**src/rtl/wbi_slv_stg.sv**
```systemverilog
module wbi_slv_stg #(
  parameter int AW      = 32,
  parameter int DW      = 32,
  parameter int TMO_CYC = 255
) (
  input  logic            clk,
  input  logic            rstn,
  input  logic            m_cyc_i,
  input  logic            m_stb_i,
  input  logic            m_we_i,
  input  logic [AW-1:0]   m_adr_i,
  input  logic [DW-1:0]   m_dat_i,
  input  logic [DW/8-1:0] m_sel_i,
  output logic [DW-1:0]   m_dat_o,
  output logic            m_ack_o,
  output logic            m_err_o,
  output logic            s_cyc_o,
  output logic            s_stb_o,
  output logic            s_we_o,
  output logic [AW-1:0]   s_adr_o,
  output logic [DW-1:0]   s_dat_o,
  output logic [DW/8-1:0] s_sel_o,
  input  logic [DW-1:0]   s_dat_i,
  input  logic            s_ack_i,
  input  logic            s_err_i,
  output logic            busy_o
);

  typedef enum logic [1:0] {IDLE, REQ, RESP} st_t;
  st_t st;

`ifdef WBI_TIMEOUT_EN
  localparam int CW = $clog2(TMO_CYC + 1);
  logic [CW-1:0] tmo_cnt;
  logic [CW-1:0] tmo_nxt;
  logic          tmo_hit;
  assign tmo_nxt = tmo_cnt + CW'(1);
  assign tmo_hit = (tmo_nxt == CW'(TMO_CYC));
`endif

  always_ff @(posedge clk or negedge rstn) begin
    if (!rstn) begin
      st      <= IDLE;
      s_cyc_o <= 1'b0;
      s_stb_o <= 1'b0;
      s_we_o  <= 1'b0;
      s_adr_o <= '0;
      s_dat_o <= '0;
      s_sel_o <= '0;
      m_dat_o <= '0;
      m_ack_o <= 1'b0;
      m_err_o <= 1'b0;
      busy_o  <= 1'b0;
`ifdef WBI_TIMEOUT_EN
      tmo_cnt <= '0;
`endif
    end else begin
      m_ack_o <= 1'b0;
      m_err_o <= 1'b0;
      case (st)
        IDLE: begin
          if (m_cyc_i && m_stb_i) begin
            s_we_o  <= m_we_i;
            s_adr_o <= m_adr_i;
            s_dat_o <= m_dat_i;
            s_sel_o <= m_sel_i;
            s_cyc_o <= 1'b1;
            s_stb_o <= 1'b1;
            busy_o  <= 1'b1;
            st      <= REQ;
`ifdef WBI_TIMEOUT_EN
            tmo_cnt <= '0;
`endif
          end
        end
        REQ: begin
          if (!m_cyc_i) begin
            s_cyc_o <= 1'b0;
            s_stb_o <= 1'b0;
            busy_o  <= 1'b0;
            st      <= IDLE;
          end else if (s_ack_i || s_err_i) begin
            if (!s_we_o) m_dat_o <= s_dat_i;
            m_err_o <= s_err_i;
            m_ack_o <= !s_err_i;
            s_cyc_o <= 1'b0;
            s_stb_o <= 1'b0;
            st      <= RESP;
          end
`ifdef WBI_TIMEOUT_EN
          else if (tmo_hit) begin
            m_dat_o <= '1;
            m_err_o <= 1'b1;
            s_cyc_o <= 1'b0;
            s_stb_o <= 1'b0;
            st      <= RESP;
          end else begin
            tmo_cnt <= tmo_nxt;
          end
`endif
        end
        RESP: begin
          busy_o <= 1'b0;
          st     <= IDLE;
        end
        default: st <= IDLE;
      endcase
    end
  end

endmodule

```
**config.mk**
```make
export PLATFORM = sky130hd
export DESIGN_NAME = wbi_slv_stg
export DESIGN_NICKNAME = d
export VERILOG_FILES = /design/src/rtl/wbi_slv_stg.sv
export SDC_FILE = /design/constraint.sdc
export NUM_CORES = 1
export LEC_CHECK = 0
export ABC_AREA = 1
export BUFFER_PORTS_ARGS = -buffer_cell sky130_fd_sc_hd__clkbuf_2
export CAP_MARGIN = 40
export CORE_MARGIN = 2
export CORE_UTILIZATION = 35
export DETAILED_ROUTE_END_ITERATION = 6
export PLACE_DENSITY = 0.66
export SYNTH_ARGS = -nofsm -noshare
export SYNTH_HDL_FRONTEND = slang
export SYNTH_SLANG_ARGS = --single-unit
```
**constraint.sdc**
```tcl
create_clock -name clk -period 1.33 [get_ports clk]
set_input_delay 0.133 -clock clk [delete_from_list [all_inputs] [get_ports clk]]
set_output_delay 0.133 -clock clk [all_outputs]
set_load 0.1 [all_outputs]
```
==> results.txt <==
----------------------------------------------------
[Status]
  Result of the run ... finished, violations left
  Violated checks ... setup timing

[Drt]
  Total wire length after detailed routing ... 11,900 um
  Antenna Nets Post-Route ... 0
  Total iterations of the first detailed-routing run ... 4
  Routed wire length per instance ... 13.1 um
  Via total after detailed routing ... 4,030
  Routed vias/inst ... ~4.4
  DR iter-0 viols ... approximately 250
  Remaining design rule violation count ... 0

[Setup path]
  Worst reg2reg endpoint ... s_adr_o[20]
  Crit path arrival time ... 1.64 ns
  Endpoint kind of the worst setup timing path ... flip-flop
  Register-to-Register Path Depth ... 8
  Crit path required time ... 1.57 ns
  R2R Path Start ... st[0]
  CP Launch Type ... flip-flop
  Peak fanout along the critical path ... 7
  CP Class ... flip-flop to flip-flop
  Critical path startpoint ... st[0]
  Reg2Reg Setup Slack ... -0.08 ns

[Synth]
  Mean cell area of the mapped netlist ... 9.07 sq um
  Warning count from the yosys run ... 0
  Register area share after synthesis ... 61.9%
  Number of instances in the synthesized netlist ... ~480
  Net count after synthesis ... 589
  Number of library cell types mapped by synthesis ... 18
  Number of synthesized register bits ... approximately 110
  Cell Area, Synth ... 0.00433 sq mm

[Clocking]
  Number of clock sinks ... 107
  Cell at the root of the clock tree ... sky130_fd_sc_hd__clkbuf_16
  Post-CTS clock slew at the launch and capture registers of the worst setup and hold paths ... approximately 0.07 ns
  Cts bufs inserted ... 9
  Maximum buffer depth of the clock tree ... 2
  TritonCTS clock tree ... done
  Clock latency of the later-clocked register in the worst-skew pair ... 0.35 ns
  CTS H-tree depth ... 3

[Floorplan]
  Floorplan die height ... 115 um
  Die width ... between 100 and 150 um
  Placement row count ... 40
  Overall die area ... 0.0133 sq mm
  Top-Level Pins ... 213
  Core area ... between 0.01 and 0.015 sq mm
  Starting utilization of the core area ... 35.9%

[Cells and area]
  Fraction of final layout cells sized beyond drive strength 1 ... 40.8%
  Synth-to-Final Area Change ... 58.8%
  Post-Route Utilization ... between 50% and 60%
  Count of nets after finishing ... 848
  Diode insertion count for antenna repair ... 0
  Filler cells ... between 1,000 and 1,500

[Place]
  Post-DP HPWL ... about 8100 um
  RePlAce Congestion ... between 0.7 and 0.8
  Place WS ... -0.0907 ns
  Port Buffers ... ~210

[GRT]
  First-pass GRT wire length ... 18,700 um
  Maximum number of pins on one net before global-route repair ... 47
  Antenna violations before repair ... 0
  Global Route Usage Sum ... 18.1%
  Residual overflow from global routing ... 0
  Via count of the first global-routing pass ... 3,934

[STA]
  Max Fclk ... 710 MHz
  Max-Slew Margin vs Limit ... 63.5%
  Final Slew Violations ... 0
  Fin Setup TNS ... -0.579 ns
  Final hold slack ... 0.00865 ns
  Transition time of the tightest slew-check pin ... around 0.55 ns
  Portion of the clock cycle consumed by the worst path in the final layout ... 106%
  Total count of hold-check failures in the final report ... 0
  Shortest clock period the worst path allows after layout ... 1.41 ns
  Max Clock Skew ... 0.00649 ns
  Unrepaired setup endpoints after global routing ... yes
  Final worst slack ... -0.0776 ns
  Final setup violation count ... 34

[Worst hold path]
  Cells on Worst Hold Path ... 3
  Worst min-delay path endpoint ... s_dat_o[17]
  Class of the most critical hold timing path ... input port to flip-flop
  Hold_sp ... m_dat_i[17]

[Flow run]
  Max_cap viols ... 0

----------------------------------------------------
cells in the mapped netlist:
master,n,area share (%)
sky130_fd_sc_hd__a21oi_1,1,0.12
sky130_fd_sc_hd__buf_2,8,0.93
sky130_fd_sc_hd__buf_4,9,1.6
sky130_fd_sc_hd__buf_6,3,0.78
sky130_fd_sc_hd__clkbuf_1,5,0.43
sky130_fd_sc_hd__clkinv_1,1,0.087
sky130_fd_sc_hd__dfrtp_1,107,62
sky130_fd_sc_hd__ha_1,5,1.4
sky130_fd_sc_hd__inv_1,76,6.6
sky130_fd_sc_hd__nand2_1,149,13
sky130_fd_sc_hd__nand2_2,2,0.29
sky130_fd_sc_hd__nand3_1,36,4.2
sky130_fd_sc_hd__nand3b_1,1,0.17
sky130_fd_sc_hd__nand4_1,1,0.14
sky130_fd_sc_hd__nor2_1,4,0.35
sky130_fd_sc_hd__nor2_4,1,0.26
sky130_fd_sc_hd__o21ai_0,10,1.2
sky130_fd_sc_hd__o21ai_1,58,6.7
area by class of cell:
type / instances / area [sq um] / area share, %
clock buffers: 13 / 260 / 3.79
clock inverters: 2 / 60.1 / 0.874
inverters: 77 / 289 / 4.21
multi-input cells: 268 / 1350 / 19.6
flip-flops and latches: 107 / 2680 / 39.0
well taps: 168 / 210 / 3.06
repair buffers: 273 / 2020 / 29.4
layer usage:
metal	vias up	wire length, um	global-route usage [%]
met1	1864	4840	21.9
li1	1977	-	-
met3	28	745	3.85
met5	-	0	0
met2	161	5990	30.7
met4	0	354	8.67
timing repair:
item / CTS / global route
pin swaps: 3 / 4
setup endpoints to repair: 99 / 105
resized for setup: 17 / 44
cloned: 2 / 1
hold buffers: 31 / 0
hold endpoints to repair: 137 / 0
buffers inserted: 6 / 2
flip-flops by register name, summed over array words and instances, names as in the netlist:
| register | count |
|---|---|
| st | 2 |
| busy_o | 1 |
| s_adr_o | 32 |
| s_dat_o | 32 |
| s_stb_o | 1 |
| m_err_o | 1 |
| s_sel_o | 4 |
| m_ack_o | 1 |
| m_dat_o | 32 |
| s_we_o | 1 |
critical path, stage by stage, from the launching register on:
cell and delay, ns:
sky130_fd_sc_hd__dfrtp_2 0.44, sky130_fd_sc_hd__inv_2 0.09, sky130_fd_sc_hd__ha_4 0.15, sky130_fd_sc_hd__nand3_4 0.09, sky130_fd_sc_hd__buf_12 0.16, sky130_fd_sc_hd__buf_8 0.12
sky130_fd_sc_hd__buf_8 0.13, sky130_fd_sc_hd__nand2_1 0.06, sky130_fd_sc_hd__o21ai_1 0.06
cells in the final DEF (no fill, tap or decap), drive strengths merged:
master | Yosys | layout
nor2 | 5 | 5
clkinv | 1 | 1
buf | 20 | 123
a21oi | 1 | 1
nand2 | 151 | 151
inv | 76 | 76
nand4 | 1 | 1
nand3b | 1 | 1
o21ai | 68 | 68
dfrtp | 107 | 107
nand3 | 36 | 36
dlygate4sd3 | 0 | 31
bufinv | 0 | 2
ha | 5 | 5
clkbuf | 5 | 132
cell families (layout without fill, tap and decap cells):
group	count (synthesis)	count (layout)	share of synthesized area, %
AO/OA/AOI/OAI	69	69	7.98
buffers and inverters	102	365	10.4
flip-flops	107	107	61.9
AND/OR/NAND/NOR	194	194	18.3
adder cells (fa/ha/maj)	5	5	1.45
stage by stage:
step,cells,instance area [sq um]
3_5_place_dp,852,5890
6_report,908,6870
3_3_place_gp,852,5890
5_1_grt,908,6870
2_1_floorplan,477,4360
4_1_cts,905,6710
worst max-delay path by stage:
stage                             end  slack, ns  depth (start not counted)
after floorplan            m_dat_o[0]      0.003                          4
after global placement    s_dat_o[11]      -0.05                          6
after detailed placement  s_adr_o[19]      -0.09                          6
after CTS                 s_adr_o[15]      -0.09                          8
after global routing      s_adr_o[25]      -0.14                          7
final                     s_adr_o[20]      -0.08                          8
Power is not shown: default switching activity piles up to over one toggle a cycle in this logic, so the estimate is an artifact.
